==> src/rtl/gpu_attr_pkg.sv <==
// Shared types and constants for the triangle attribute stepping path.
// Coefficients are s(x,y) = cx*x + cy*y + cs in two's-complement with FRAC_BITS fraction bits.
package gpu_attr_pkg;

    localparam int FRAC_BITS = 6;
    localparam int ACC_W     = 40;
    localparam int OUT_W     = 12;
    localparam int COEF_W    = 24;
    localparam int CRD_W     = 12;

    typedef enum logic [1:0] {
        IDLE  = 2'd0,
        SETUP = 2'd1,
        WALK  = 2'd2
    } state_e;

    typedef struct packed {
        logic signed [COEF_W-1:0] cx;
        logic signed [COEF_W-1:0] cy;
        logic signed [COEF_W-1:0] cs;
        logic [CRD_W-1:0]         xmin;
        logic [CRD_W-1:0]         xmax;
        logic [CRD_W-1:0]         ymin;
        logic [CRD_W-1:0]         ymax;
    } desc_t;

endpackage

==> src/rtl/attr_clamp.sv <==
// Converts a fixed-point accumulator to an unsigned attribute: arithmetic shift (floor), then saturate.
// Purely combinational; no latency, no flow control.
module attr_clamp #(
    parameter int IN_W   = gpu_attr_pkg::ACC_W,
    parameter int FRAC_W = gpu_attr_pkg::FRAC_BITS,
    parameter int OUT_W  = gpu_attr_pkg::OUT_W
) (
    input  logic signed [IN_W-1:0] acc_i,
    output logic [OUT_W-1:0]       s_o
);

    localparam logic signed [IN_W-1:0] SAT = IN_W'((1 << OUT_W) - 1);

    logic signed [IN_W-1:0] sh;

    assign sh = acc_i >>> FRAC_W;

    always_comb begin
        s_o = sh[OUT_W-1:0];
        if (sh[IN_W-1]) begin
            s_o = '0;
        end else if (sh > SAT) begin
            s_o = '1;
        end
    end

endmodule

==> src/rtl/attr_stepper.sv <==
// Walks a bounding box in raster order emitting one plane-interpolated attribute per pixel.
// Accept -> 1 setup cycle -> 1 pixel/clock; out_ready low freezes all state until the handshake.
module attr_stepper #(
    parameter int FRAC_BITS = gpu_attr_pkg::FRAC_BITS,
    parameter int ACC_W     = gpu_attr_pkg::ACC_W,
    parameter int OUT_W     = gpu_attr_pkg::OUT_W
) (
    input  logic               clk,
    input  logic               rst_n,
    input  logic               in_valid,
    output logic               in_ready,
    input  logic signed [23:0] cx,
    input  logic signed [23:0] cy,
    input  logic signed [23:0] cs,
    input  logic [11:0]        xmin,
    input  logic [11:0]        xmax,
    input  logic [11:0]        ymin,
    input  logic [11:0]        ymax,
    output logic               out_valid,
    input  logic               out_ready,
    output logic [11:0]        out_x,
    output logic [11:0]        out_y,
    output logic [OUT_W-1:0]   out_s,
    output logic               out_last,
    output logic               done
);

    import gpu_attr_pkg::*;

    state_e                  state_q, state_d;
    desc_t                   desc_q, desc_d;
    logic signed [ACC_W-1:0] acc_q, acc_d;
    logic signed [ACC_W-1:0] row_q, row_d;
    logic [11:0]             x_q, x_d;
    logic [11:0]             y_q, y_d;
    logic                    done_q, done_d;

    logic signed [ACC_W-1:0] cx_ext, cy_ext, cs_ext, xmin_ext, ymin_ext, base;
    logic                    at_xmax, at_ymax;

    // Coordinates are unsigned, so they enter the signed products zero-extended.
    assign cx_ext   = {{(ACC_W-24){desc_q.cx[23]}}, desc_q.cx};
    assign cy_ext   = {{(ACC_W-24){desc_q.cy[23]}}, desc_q.cy};
    assign cs_ext   = {{(ACC_W-24){desc_q.cs[23]}}, desc_q.cs};
    assign xmin_ext = {{(ACC_W-12){1'b0}}, desc_q.xmin};
    assign ymin_ext = {{(ACC_W-12){1'b0}}, desc_q.ymin};
    assign base     = cx_ext * xmin_ext + cy_ext * ymin_ext + cs_ext;

    assign at_xmax = (x_q == desc_q.xmax);
    assign at_ymax = (y_q == desc_q.ymax);

    always_ff @(posedge clk or negedge rst_n) begin
        if (!rst_n) begin
            state_q <= IDLE;
            desc_q  <= '0;
            acc_q   <= '0;
            row_q   <= '0;
            x_q     <= '0;
            y_q     <= '0;
            done_q  <= 1'b0;
        end else begin
            state_q <= state_d;
            desc_q  <= desc_d;
            acc_q   <= acc_d;
            row_q   <= row_d;
            x_q     <= x_d;
            y_q     <= y_d;
            done_q  <= done_d;
        end
    end

    always_comb begin
        state_d = state_q;
        desc_d  = desc_q;
        acc_d   = acc_q;
        row_d   = row_q;
        x_d     = x_q;
        y_d     = y_q;
        done_d  = 1'b0;
        case (state_q)
            IDLE: begin
                if (in_valid) begin
                    desc_d.cx   = cx;
                    desc_d.cy   = cy;
                    desc_d.cs   = cs;
                    desc_d.xmin = xmin;
                    desc_d.xmax = xmax;
                    desc_d.ymin = ymin;
                    desc_d.ymax = ymax;
                    state_d     = SETUP;
                end
            end
            SETUP: begin
                acc_d = base;
                row_d = base;
                x_d   = desc_q.xmin;
                y_d   = desc_q.ymin;
                if (desc_q.xmax < desc_q.xmin || desc_q.ymax < desc_q.ymin) begin
                    state_d = IDLE;
                    done_d  = 1'b1;
                end else begin
                    state_d = WALK;
                end
            end
            WALK: begin
                if (out_ready) begin
                    if (!at_xmax) begin
                        x_d   = x_q + 12'd1;
                        acc_d = acc_q + cx_ext;
                    end else if (!at_ymax) begin
                        // Next row restarts from the row base rather than unwinding the x steps.
                        x_d   = desc_q.xmin;
                        y_d   = y_q + 12'd1;
                        row_d = row_q + cy_ext;
                        acc_d = row_q + cy_ext;
                    end else begin
                        state_d = IDLE;
                        done_d  = 1'b1;
                    end
                end
            end
            default: state_d = IDLE;
        endcase
    end

    attr_clamp #(
        .IN_W   (ACC_W),
        .FRAC_W (FRAC_BITS),
        .OUT_W  (OUT_W)
    ) u_clamp (
        .acc_i (acc_q),
        .s_o   (out_s)
    );

    assign in_ready  = (state_q == IDLE);
    assign out_valid = (state_q == WALK);
    assign out_last  = (state_q == WALK) && at_xmax && at_ymax;
    assign out_x     = x_q;
    assign out_y     = y_q;
    assign done      = done_q;

endmodule
==> config.mk <==
export PLATFORM = sky130hd
export DESIGN_NAME = attr_stepper
export DESIGN_NICKNAME = d
export VERILOG_FILES = /design/src/rtl/gpu_attr_pkg.sv /design/src/rtl/attr_clamp.sv /design/src/rtl/attr_stepper.sv
export SDC_FILE = /design/constraint.sdc
export NUM_CORES = 2
export LEC_CHECK = 0
export ABC_CLOCK_PERIOD_IN_PS = 9700
export BUFFER_PORTS_ARGS = -buffer_cell sky130_fd_sc_hd__buf_2
export CORE_MARGIN = 2
export CORE_UTILIZATION = 50
export DETAILED_ROUTE_END_ITERATION = 8
export GPL_ROUTABILITY_DRIVEN = 0
export PLACE_DENSITY = 0.67
export SYNTH_ARGS = -nofsm -noshare
export SYNTH_HDL_FRONTEND = slang
export SYNTH_SLANG_ARGS = --single-unit
==> constraint.sdc <==
create_clock -name clk -period 9.7 [get_ports clk]
set_input_delay 1.455 -clock clk [delete_from_list [all_inputs] [get_ports clk]]
set_output_delay 1.455 -clock clk [all_outputs]
set_load 0.005 [all_outputs]
==> results.py <==
metrics = {
    "outcome": {
        "status": "finished, final reports clean",
    },
    "sta": {
        "setup_ws_ns": 1.24,
        "drv_slew": 0,
        "rsz0062_at_grt": "no",
        "skew_ns": 0.0153,
        "period_minus_slack_ns": 8.46,
        "fin_crit_sh": 0.872,
        "finalSetupTns_ns": 0,
        "worst_slew_pin_slew_ns": 1.31,
        "finalHoldViolations": 0,
        "slew_headroom": 0.127,
        "timing.fmax_mhz": 118,
        "setup_viol": 0,
    },
    "cts": {
        "cts_buffer_depth": 3,
        "holdBufCountCts": 0,
        "clock-root-buffer": "clkbuf_16",
        "post_cts_buffers": 0,
        "cts_resized": 0,
        "cts_buffers": 27,
        "cts.sinks": 227,
        "tritoncts": "yes",
        "cts_max_level": 1,
        "insertion_delay_ns": 0.58,
        "cts.clk_slew.worst_paths_ns": 0.06,
    },
    "critical_path": {
        "crit_type": "register to register",
        "critical_path.max_stage_delay_ns": 1.14,
        "worst-path-max-fanout": 27,
        "critPathLaunch": "desc_q[39]",
        "critPathLaunchType": "register",
        "cpMostUsedCell": "fa_1",
        "slowest_stage": "dfrtp_1",
        "arrival_ns": 8.92,
        "rr_startpoint": "desc_q[39]",
        "crit_required_ns": 10.16,
        "critPathCaptureType": "register",
        "cp_cell_sequence": "nand2_1 -> fa_1 -> inv_1 -> fa_1 -> inv_1 -> fa_1 -> fa_1 -> inv_1 -> fa_1 -> fa_1 -> inv_1 -> fa_1 -> inv_1 -> ha_1 -> a21oi_1 -> o21ai_0 -> o21ai_0 -> a21oi_1 -> o21ai_0 -> o41ai_1 -> mux2i_1 -> nand2_1 -> a221oi_1 -> nor2_1",
    },
    "logic_synthesis": {
        "ys_ff_latch": 227,
        "syn-cell-area_um2": 37100,
        "yosys_warnings": 0,
        "yosysTopAreaCell": "fa_1",
        "avgSynthCellArea_um2": 9.08,
        "synth-async-reset-ratio": 1.00,
        "synth_top_area_share": 0.339,
        "netlist_instances": 4084,
        "synthTopCellsByArea": "fa_1 34%, dfrtp_1 15%, inv_1 8.5%, ha_1 8.4%, and2_1 5.1%",
        "synth_cell_type_count": 89,
        "synth_ff_type": "dfrtp_1",
        "synth_seq_area_share": 0.153,
        "synth_edf_count": 0,
        "synth_nets": 5084,
    },
    "layout": {
        "area_delta_synth_final_pct": 6.68,
        "fin_nets": 5135,
        "multi_input_area_um2": 27500,
        "fillCellCount": 6724,
        "seq_area_um2": 5680,
        "drive_above_1_share": 0.0995,
    },
    "place": {
        "io_buffers": 163,
        "dp_hpwl_mm": 86.1,
        "place_ws_ns": 1.43,
    },
    "worst_hold_path": {
        "hp-class": "register to register",
        "hp-start": "row_q[28]",
    },
    "grt": {
        "antenna_found_initial": 2,
        "grt_first_pass_wirelength_mm": 170,
        "gr-usage-all-layers": 0.287,
        "grt_max_degree": 108,
        "grt_pass1_vias": 29700,
        "grt_overflow_total": 0,
    },
    "floorplanning": {
        "io_pins": 164,
        "start_util": 0.507,
        "dieArea_um2": 76400,
        "rows": 99,
        "die_h_um": 276,
        "core_um2": 73200,
        "fp.dieW_um": 276,
    },
    "detailed_routing": {
        "wl_per_cell_um": 20.9,
        "dr.first_iter.drc_count": 2430,
        "ant_nets": 0,
        "via_count": 28600,
        "routed_wirelength_mm": 107,
        "avgViaCountPerCell": 5.60,
        "drcViolationCount": 0,
        "firstDrtPassIters": 6,
    },
    "run": {
        "drv_cap": 0,
    },
}
==> worst max-delay path: cells and delay by family (launching register included) <==
kind	cells	cell delay (ns)
adders and majority gates	8	3.96
AOI/OAI and AO/OA	7	2.17
muxes	1	0.42
and+or+nand+nor	3	0.36
buffers and inverters	5	0.27
DFF	1	1.14
==> cell usage after synthesis, types with 4 or more instances <==
master    count
a31o_2        4
mux2_2      127
clkbuf_1    158
o21a_1       18
nor2_1      143
a21oi_1     208
buf_2         6
nand2_1     448
o21ai_0     147
xor2_1       57
a32oi_1       4
nor4_1       14
mux2i_1      17
inv_1       836
fa_1        628
xnor2_1      74
ha_1        248
and2_1      303
a221oi_1      7
o31ai_1      14
o31a_1        4
or3_1         6
a31oi_1      22
nand2b_1     16
a211o_1       6
o211ai_1     17
buf_1         7
a211oi_1     21
a21o_1       64
nor3_1       17
o22ai_1       8
o21bai_1     25
nand3_1      31
and3_1       26
o221ai_1      8
nand4_1      16
o21ai_1       9
nor2b_1      14
dfrtp_1     227
==> state kept, by name, summed over array words and instances (netlist names), 2 cells and up <==
register / cells
out_y: 12
acc_q: 40
cs_ext: 24
row_q: 40
state_q: 2
desc_q: 48
out_x: 12
cy_ext: 24
cx_ext: 24
==> cell usage in the layout, fill, tap and decap left out, types with 5 or more instances in the layout <==
master,n
ha_1,247
xor2_1,57
nor4_1,13
a211oi_1,21
nand2_1,446
nand3_1,31
and2_1,302
a211o_1,6
nor3_1,17
nor2b_1,14
o21ai_0,147
clkbuf_16,27
xnor2_1,74
o21a_1,18
o211ai_1,17
buf_2,162
buf_4,41
o31ai_1,14
clkbuf_8,5
nor2_1,141
nand2b_1,16
clkinv_2,5
dfrtp_1,227
inv_1,836
a221oi_1,7
o21bai_1,25
and3_1,26
or3_1,6
nand4_1,16
mux2i_1,17
mux2_2,127
o21ai_1,9
a21oi_1,208
fa_1,628
a21o_1,64
o22ai_1,8
a31oi_1,22
o221ai_1,8
==> kinds of logic after synthesis <==
logic type | synth area share
XOR/XNOR | 0.0315
buffers and inverters | 0.106
flip-flops | 0.153
adder cells (fa/ha/maj) | 0.423
AND/OR/NAND/NOR | 0.136
multiplexers | 0.0431
AO/OA/AOI/OAI | 0.108
==> area by class of cell <==
cell class | count | area share
tap | 959 | 0.0303
timing repair buffer | 204 | 0.0286
sequential | 227 | 0.144
antenna | 2 | 0.000126
inverter | 838 | 0.0795
multi-input combinational | 2837 | 0.696
clock buffer | 33 | 0.0189
clock inverter | 12 | 0.00316
==> routing by layer <==
layer  track usage  up-vias  routed length (µm)
met5             0        -                   0
met4         0.113        0                5080
met3        0.0347      222                6890
met2         0.480     1082               51300
met1         0.380    14500               43800
li1              -    12900                   -
==> metrics by stage <==
| stage | util | hold slack, ns | area, µm² | std cells |
|---|---|---|---|---|
| after floorplan | - | 0.445 | 37100 | 4084 |
| after global routing | 0.540 | 0.511 | 39600 | 5110 |
| final | 0.541 | 0.489 | 39600 | 5112 |
| after detailed placement | 0.529 | 0.468 | 38700 | 5065 |
| after CTS | 0.540 | 0.482 | 39600 | 5110 |
| after global placement | 0.529 | 0.469 | 38700 | 5065 |
==> worst paths after layout <==
check / to / slack, ns / cells past startpoint
worst max register to register: acc_q[38] / 1.24 / 24
worst max-delay path: acc_q[38] / 1.24 / 24
min in group asynchronous: acc_q[0] / 0.93 / 1
worst min register to register: row_q[28] / 0.49 / 2
max in group asynchronous: desc_q[43] / 7.18 / 2
worst min-delay path: row_q[28] / 0.49 / 2
Power is not shown: default switching activity piles up to over one toggle a cycle in this logic, so the estimate is an artifact.
